[config.mk]
export PLATFORM = sky130hd
export DESIGN_NAME = imm_gen_pipe
export DESIGN_NICKNAME = d
export VERILOG_FILES = /design/src/rtl/imm_gen_pipe_pkg.sv /design/src/rtl/imm_gen_pipe_fmt.sv /design/src/rtl/imm_gen_pipe.sv
export SDC_FILE = /design/constraint.sdc
export NUM_CORES = 1
export LEC_CHECK = 0
export CAP_MARGIN = 25
export CORE_MARGIN = 8
export CORE_UTILIZATION = 55
export DETAILED_ROUTE_END_ITERATION = 8
export GPL_ROUTABILITY_DRIVEN = 0
export PLACE_DENSITY = 0.95
export SLEW_MARGIN = 20
export SYNTH_ARGS = -nofsm -noshare
export SYNTH_HDL_FRONTEND = slang
export SYNTH_SLANG_ARGS = --single-unit
[constraint.sdc]
create_clock -name clk -period 4.2 [get_ports clk]
set_input_delay 0.84 -clock clk [delete_from_list [all_inputs] [get_ports clk]]
set_output_delay 0.84 -clock clk [all_outputs]
set_load 0.03 [all_outputs]
[src/rtl/imm_gen_pipe_pkg.sv]
// Shared definitions for the pipelined immediate generator: format select
// encoding, base opcodes and the opcode-driven format decode.
package rv_imm_pkg;

  localparam int unsigned XLEN_DEFAULT = 32;

  typedef enum logic [2:0] {
    IMM_I     = 3'd0,
    IMM_S     = 3'd1,
    IMM_B     = 3'd2,
    IMM_J     = 3'd3,
    IMM_U     = 3'd4,
    IMM_SHAMT = 3'd5,
    IMM_ZIMM  = 3'd6,
    IMM_RSV   = 3'd7
  } imm_sel_t;

  localparam logic [6:0] OP_LOAD   = 7'b0000011;
  localparam logic [6:0] OP_IMM    = 7'b0010011;
  localparam logic [6:0] OP_STORE  = 7'b0100011;
  localparam logic [6:0] OP_BRANCH = 7'b1100011;
  localparam logic [6:0] OP_JAL    = 7'b1101111;
  localparam logic [6:0] OP_JALR   = 7'b1100111;
  localparam logic [6:0] OP_LUI    = 7'b0110111;
  localparam logic [6:0] OP_AUIPC  = 7'b0010111;
  localparam logic [6:0] OP_SYSTEM = 7'b1110011;
  localparam logic [6:0] OP_FENCE  = 7'b0001111;

  // Map an instruction's opcode (and funct3 where it matters) to a format.
  // Unrecognised opcodes fall onto the reserved select so they flag an error.
  function automatic imm_sel_t auto_sel(input logic [31:0] inst);
    imm_sel_t sel;
    sel = IMM_RSV;
    case (inst[6:0])
      OP_LOAD, OP_JALR, OP_FENCE: sel = IMM_I;
      OP_IMM: begin
        // slli/srli/srai carry a shift amount rather than a 12-bit immediate
        if ((inst[14:12] == 3'b001) || (inst[14:12] == 3'b101)) begin
          sel = IMM_SHAMT;
        end else begin
          sel = IMM_I;
        end
      end
      OP_SYSTEM: begin
        // csrr*i forms put a 5-bit zero-extended immediate in rs1
        if (inst[14]) begin
          sel = IMM_ZIMM;
        end else begin
          sel = IMM_I;
        end
      end
      OP_STORE:         sel = IMM_S;
      OP_BRANCH:        sel = IMM_B;
      OP_JAL:           sel = IMM_J;
      OP_LUI, OP_AUIPC: sel = IMM_U;
      default:          sel = IMM_RSV;
    endcase
    return sel;
  endfunction

endpackage

[src/rtl/imm_gen_pipe_fmt.sv]
// Combinational immediate format mux with optional opcode auto-decode.
import rv_imm_pkg::*;

module imm_fmt #(
  parameter int unsigned XLEN        = XLEN_DEFAULT,
  parameter bit          AUTO_DECODE = 1'b0
) (
  input  logic [31:0]     inst,
  input  logic [2:0]      sel,
  output logic [XLEN-1:0] imm,
  output logic            err
);

  imm_sel_t sel_s;
  logic     sgn_s;

  assign sgn_s = inst[31];

  // Choose the effective format: decoded from the opcode or taken from sel.
  always_comb begin
    if (AUTO_DECODE) begin
      sel_s = auto_sel(inst);
    end else begin
      sel_s = imm_sel_t'(sel);
    end
  end

  // Assemble the immediate for the selected format at XLEN width.
  always_comb begin
    imm = {XLEN{1'b0}};
    err = 1'b0;
    case (sel_s)
      IMM_I: imm = {{(XLEN-12){sgn_s}}, inst[31:20]};
      IMM_S: imm = {{(XLEN-12){sgn_s}}, inst[31:25], inst[11:7]};
      IMM_B: imm = {{(XLEN-12){sgn_s}}, inst[7], inst[30:25], inst[11:8], 1'b0};
      IMM_J: imm = {{(XLEN-20){sgn_s}}, inst[19:12], inst[20], inst[30:21], 1'b0};
      // Bit 31 is the sign; on RV64 it replicates into the upper word.
      IMM_U: imm = {{(XLEN-31){sgn_s}}, inst[30:12], 12'd0};
      // RV32 shift amounts are 5 bits; inst[25] only belongs to shamt on RV64.
      IMM_SHAMT: imm = {{(XLEN-6){1'b0}}, ((XLEN == 32) ? 1'b0 : inst[25]), inst[24:20]};
      IMM_ZIMM:  imm = {{(XLEN-5){1'b0}}, inst[19:15]};
      default: begin
        imm = {XLEN{1'b0}};
        err = 1'b1;
      end
    endcase
  end

endmodule

[src/rtl/imm_gen_pipe.sv]
// Pipelined immediate generator: format logic feeding a registered output
// stage with a one-entry skid register so backpressure never drops a beat.
import rv_imm_pkg::*;

module imm_gen_pipe #(
  parameter int unsigned XLEN        = XLEN_DEFAULT,
  parameter bit          AUTO_DECODE = 1'b0
) (
  input  logic            clk,
  input  logic            rst,
  input  logic            in_valid,
  output logic            in_ready,
  input  logic [31:0]     in_inst,
  input  logic [2:0]      in_sel,
  output logic            out_valid,
  input  logic            out_ready,
  output logic [XLEN-1:0] out_imm,
  output logic            out_err
);

  logic [XLEN-1:0] fmt_imm;
  logic            fmt_err;

  logic            main_valid_d, main_valid_q;
  logic [XLEN-1:0] main_imm_d,   main_imm_q;
  logic            main_err_d,   main_err_q;
  logic            skid_full_d,  skid_full_q;
  logic [XLEN-1:0] skid_imm_d,   skid_imm_q;
  logic            skid_err_d,   skid_err_q;
  logic            in_ready_d,   in_ready_q;

  logic            in_fire;
  logic            out_fire;
  logic            main_free;

  imm_fmt #(
    .XLEN        (XLEN),
    .AUTO_DECODE (AUTO_DECODE)
  ) u_fmt (
    .inst (in_inst),
    .sel  (in_sel),
    .imm  (fmt_imm),
    .err  (fmt_err)
  );

  assign in_fire   = in_valid & in_ready_q;
  assign out_fire  = main_valid_q & out_ready;
  // Main can take a new beat when empty or when its beat leaves this edge.
  assign main_free = ~main_valid_q | out_fire;

  // Next-state for main/skid: refill main from skid first, else from input;
  // an input arriving while main is stalled parks in skid.
  always_comb begin
    main_valid_d = main_valid_q;
    main_imm_d   = main_imm_q;
    main_err_d   = main_err_q;
    skid_full_d  = skid_full_q;
    skid_imm_d   = skid_imm_q;
    skid_err_d   = skid_err_q;
    if (main_free) begin
      if (skid_full_q) begin
        // in_ready was low, so no input can be accepted on this edge
        main_valid_d = 1'b1;
        main_imm_d   = skid_imm_q;
        main_err_d   = skid_err_q;
        skid_full_d  = 1'b0;
      end else if (in_fire) begin
        main_valid_d = 1'b1;
        main_imm_d   = fmt_imm;
        main_err_d   = fmt_err;
      end else begin
        main_valid_d = 1'b0;
      end
    end else begin
      if (in_fire) begin
        skid_full_d = 1'b1;
        skid_imm_d  = fmt_imm;
        skid_err_d  = fmt_err;
      end else begin
        skid_full_d = skid_full_q;
      end
    end
    in_ready_d = ~skid_full_d;
  end

  // State registers with synchronous reset discarding any held beats.
  always_ff @(posedge clk) begin
    if (rst) begin
      main_valid_q <= 1'b0;
      main_imm_q   <= {XLEN{1'b0}};
      main_err_q   <= 1'b0;
      skid_full_q  <= 1'b0;
      skid_imm_q   <= {XLEN{1'b0}};
      skid_err_q   <= 1'b0;
      in_ready_q   <= 1'b1;
    end else begin
      main_valid_q <= main_valid_d;
      main_imm_q   <= main_imm_d;
      main_err_q   <= main_err_d;
      skid_full_q  <= skid_full_d;
      skid_imm_q   <= skid_imm_d;
      skid_err_q   <= skid_err_d;
      in_ready_q   <= in_ready_d;
    end
  end

  assign in_ready  = in_ready_q;
  assign out_valid = main_valid_q;
  assign out_imm   = main_imm_q;
  assign out_err   = main_err_q;

endmodule

* Word-level counts from Yosys, hierarchy flattened *
Cells that the tools add are included.

operators by class
  equality and inequality tests = 6
  mux-type cells = 10
  bitwise gates (word level) = 6
  reduce and logical (&&, ||, !) cells = 5

operator list
  cell                number
  $pmux 32 s7         1
  $mux 32             2
  $eq 3x3->1 const B  3
  $mux 1              7
  $reduce_or 7->1     1
  $eq 3x2->1 const B  2
  $reduce_and 2->1    2
  $eq 3x1->1 const B  1
  $logic_not 3->1     1
  $not 1->1           3
  $and 1x1->1         2
  $reduce_bool 2->1   1
  $or 1x1->1          1

storage, ports and cells
  register bits after elaboration = 69
  word-level logic and storage cells = 34

* Depth between registers and ports, before layout *
  depth in word-level cells = 5
  depth in mapped cells = 7
  depth with buffers taken out = 4

* Hierarchy *
A second synthesis with hierarchy kept.

second synthesis, totals
  cell total of the unflattened synthesis = 388
  area, all modules = 3502.1 µm²

modules (own cells, without submodules)
  module        instances  cells each  area each (µm²)
  imm_gen_pipe  1          306         2915.3
  imm_fmt       1          82          586.8

* Worst setup path before layout *
Ideal clock, no wire load.

  kind = input to register
  from = input port in_sel[1]
  to = register main_imm_q[0] (netlist: out_imm[0])
  setup time = 88 ps
  arrival = 1942 ps
  data required time = 4112 ps
  slack = 2170 ps
  stages = 6
  path buffers = 2
  cells stage by stage = buf_6 -> buf_6 -> or4b_4 -> o211ai_2 -> nand2_2 -> a311oi_2

between the ends
  longest elaborated chain between the ends = 4
  elaborated cells on any way between the ends = 10
  classes of those cells = 6 x eq/ne; 3 x mux; 1 x reduce/logical

ends and longest elaborated chain
  element                                   RTL line                source
  from (decl)                               imm_gen_pipe.sv:14      input logic [2:0] in_sel,
  $eq 3x3->1, or another cell as far along  imm_gen_pipe_fmt.sv:32  case (sel_s)
  $pmux 32 s7 (*)                           imm_gen_pipe_fmt.sv:32
  $mux 32 (*)                               imm_gen_pipe.sv:67      end else if (in_fire) begin
  $mux 32 (*)                               imm_gen_pipe.sv:61      if (skid_full_q) begin
  to (signal assigned)                      imm_gen_pipe.sv:90      main_imm_q <= {XLEN{1'b0}};
  to (signal assigned)                      imm_gen_pipe.sv:98      main_imm_q <= main_imm_d;
  to (decl)                                 imm_gen_pipe.sv:25      logic [XLEN-1:0] main_imm_d, main_imm_q;

Mark *: on every way between the ends. The rest lies on a longest branch, timed or not. The select of a mux whose other input is x is not followed.
A chain may end at the register's enable or synchronous reset.

* Worst setup path in the final report *
  from = input port in_valid
  to = register main_imm_q[31] (netlist: out_imm[31])

between the ends
  longest elaborated chain between the ends = 3

ends and longest elaborated chain
  element                             RTL line            source
  from (decl)                         imm_gen_pipe.sv:11  input logic in_valid,
  $and 1x1->1                         imm_gen_pipe.sv:46  assign in_fire = in_valid & in_ready_q;
  $reduce_bool 2->1 (no source line)  --
  $reduce_and 2->1 (no source line)   --

No other way between the ends.

==> run summary <==
internal power -> 1.18 mW
Worst R2R Setup Slack -> 1.73 ns
most frequent cell after synthesis -> dfxtp_1
Setup TNS -> 0 ns
final WL -> 9.55 mm
largest area contributor in the netlist -> dfxtp_1
1st-pass router iterations -> 4
GR Overflow Total -> 0
dpl ws -> 1.12 ns
Core Util, Final -> 71.9%
Crit path required time -> 4.46 ns
CTS tree -> built
# resized after CTS -> 0
headroom to the max-slew limit -> 37.8%
worst r2r src -> skid_full_q$_SDFF_PP0_
die height -> 94.9 µm
Post-synth EDFFs -> 0
number of global-route vias before repair -> 3141
Fin. Hold Viols -> 0
Final #Nets -> 498
CTS buffer count -> 9
routed len/inst -> 17.7 µm
Final HPWL DP -> 6.29 mm
# port buffers -> 66
Post-Syn Area -> 3420 µm²
CP max FO -> 20
crit path launch type -> input port
CP Launch Point -> in_valid
Starting Density -> 57.5%
Post-CTS Hold Buffers -> 0
pwr/cell area -> 389 nW/µm²
Worst Setup EP -> out_imm[31]$_SDFFE_PP0P_
Clock Skews -> 0.0104 ns
post-synth top area share -> 40.3%
fraction of layout cells with a size suffix above 1 -> 9.70%
Synth cell types -> 50
post-synthesis sequential area ratio -> 40.3%
Synth area leaders -> dfxtp_1 40%, a21oi_1 7.5%, nor2_1 5.5%
Max Freq -> 360 MHz
Avg Vias per Cell -> 6.26
Synth Register Bits -> 69
CP Class -> in -> reg
capture point of the worst reg-to-reg path -> out_imm[31]$_SDFFE_PP0P_
Sw Ratio -> 29.1%
clock buffer depth -> 2
initial antenna violation count -> 0
CP endpoint kind -> flip-flop
Cell Rows -> 28
Final min period -> 2.78 ns
prevailing post-synth register cell -> dfxtp_1
Synth Instances -> 413
Reg power frac -> 42.5%
DR iter-0 viols -> 357
Final period util -> 66.1%
largest net degree at the start of global routing -> 44
# diodes -> 0
CTS root buffer -> clkbuf_8
Worst-Skew Late Latency -> 0.36 ns
post-route cell area -> 4280 µm²
placed instance area -> 4050 µm²
routed vias -> 3375
H-tree level count -> 3
clock slew at reported path FFs -> 0.08 ns
R2R depth -> 6
die width -> 94.9 µm
# Max-Cap Violations -> 0
Ys Warns -> 0
Tightest Pin Transition -> 0.928 ns
worst vdd ir -> 0.303 mV
logic gate share of total power -> 19.2%
synth cell count leaders -> 69 x dfxtp_1, 51 x a21oi_1, 50 x nor2_1
RSZ-0062 raised after global routing -> false
fin worst setup slack -> 1.42 ns
Post-Syn Nets -> 452
switching pwr -> 485 µW
sink count of the clock tree -> 69
Final Hold Slack -> 0.457 ns
io pins -> 74
setup bufs post-CTS -> 0
first-pass GRT wire length -> 15.3 mm
Slew Limit Fails -> 0
core area -> 5960 µm²
clock share of power -> 38.2%
asr flop ratio synth -> 0%
Critical Path AT -> 3.04 ns
DRC viols -> 0
Detail Route Antenna Nets -> 0
die area -> 9010 µm²
mean post-synth cell area -> 8.29 µm²
# setup viols final -> 0
Min-Delay Path Class -> reg -> reg
Pleak -> 1.57 nW
outcome -> completed
GRT Total Usage -> 21.4%
Area growth, synth to finish -> 25.0%
-- final cells by class --
| class | count | area [µm²] |
|---|---|---|
| multi-input combinational | 300 | 1840 |
| clock buffer | 10 | 138 |
| timing repair buffer | 75 | 723 |
| clock inverter | 6 | 93.8 |
| tap | 75 | 93.8 |
| fill | 431 | 1670 |
| inverter | 4 | 15.0 |
| sequential | 69 | 1380 |
-- logic make-up after synthesis --
logic type	after synthesis	synth area share (%)
AND/OR/NAND/NOR	170	26.6
buffers and inverters	44	6.03
flip-flops	69	40.3
multiplexers	12	4.86
XOR/XNOR	1	0.256
AO/OA/AOI/OAI	117	21.9
-- worst min-delay path by stage --
stage | from | to | slack [ns] | depth (start not counted)
after CTS | out_imm[29]$_SDFFE_PP0P_ | out_imm[29]$_SDFFE_PP0P_ | 0.46 | 2
after detailed placement | skid_err_q$_SDFFE_PP0P_ | skid_err_q$_SDFFE_PP0P_ | 0.45 | 2
after floorplan | skid_imm_q[0]$_SDFFE_PP0P_ | skid_imm_q[0]$_SDFFE_PP0P_ | 0.43 | 2
after global routing | out_imm[29]$_SDFFE_PP0P_ | out_imm[29]$_SDFFE_PP0P_ | 0.48 | 2
after global placement | skid_imm_q[0]$_SDFFE_PP0P_ | skid_imm_q[0]$_SDFFE_PP0P_ | 0.44 | 2
final | out_imm[29]$_SDFFE_PP0P_ | out_imm[29]$_SDFFE_PP0P_ | 0.46 | 2
-- per-stage QoR --
step	power, mW	instances
final	1.66	539
after global routing	1.72	539
after CTS	1.66	539
after detailed placement	1.04	523
after global placement	1.03	523
after floorplan	0.918	413
-- worst max-delay path, cell delays in order --
cell and delay, ns:
clkdlybuf4s50_1 0.46, a21oi_1 0.37, nand2b_1 0.64, buf_4 0.37
a21oi_1 0.07, a211oi_1 0.28
-- power by group through the flow --
| stage | clock network (mW) | logic [mW] | registers [mW] |
|---|---|---|---|
| global route | 0.664 | 0.341 | 0.712 |
| detailed placement | 0 | 0.314 | 0.723 |
| finish | 0.637 | 0.320 | 0.708 |
| global placement | 0 | 0.305 | 0.721 |
| CTS | 0.634 | 0.318 | 0.708 |
| floorplan | 0 | 0.149 | 0.769 |
-- flip-flops by register name, indices dropped and copies added (netlist names) --
signal / count
skid_err_q: 1
out_valid: 1
skid_full_q: 1
in_ready: 1
skid_imm_q: 32
out_err: 1
out_imm: 32
-- cell usage in the layout (no fill, tap or decap), types with 2 or more instances in the layout --
cell type / instances
mux4_2: 3
buf_4: 9
nand2_1: 39
nand4b_1: 9
mux2_2: 5
bufinv_16: 2
a21oi_1: 51
nor3_1: 7
nor2b_1: 6
nand4_1: 7
inv_1: 2
or3b_2: 2
and3_1: 9
nand4bb_1: 7
mux2_1: 2
a211o_1: 11
inv_6: 2
and2_1: 3
nor2_1: 50
o211ai_1: 7
o21ai_0: 16
nand3_1: 10
mux2i_1: 2
a211oi_1: 19
a31oi_1: 4
clkbuf_8: 10
nand2b_1: 11
clkdlybuf4s50_1: 65
o41ai_2: 2
dfxtp_1: 69
nand3b_1: 2
-- layer usage --
| layer | vias up | global-route usage, % | share of wire (%) |
|---|---|---|---|
| met5 | - | 0 | 0 |
| met4 | 0 | 12.6 | 3.2 |
| met3 | 29 | 5.63 | 8.3 |
| met2 | 159 | 34.8 | 49 |
| met1 | 1612 | 24.7 | 39 |
| li1 | 1575 | - | - |
(Power assumes the default switching activity.)
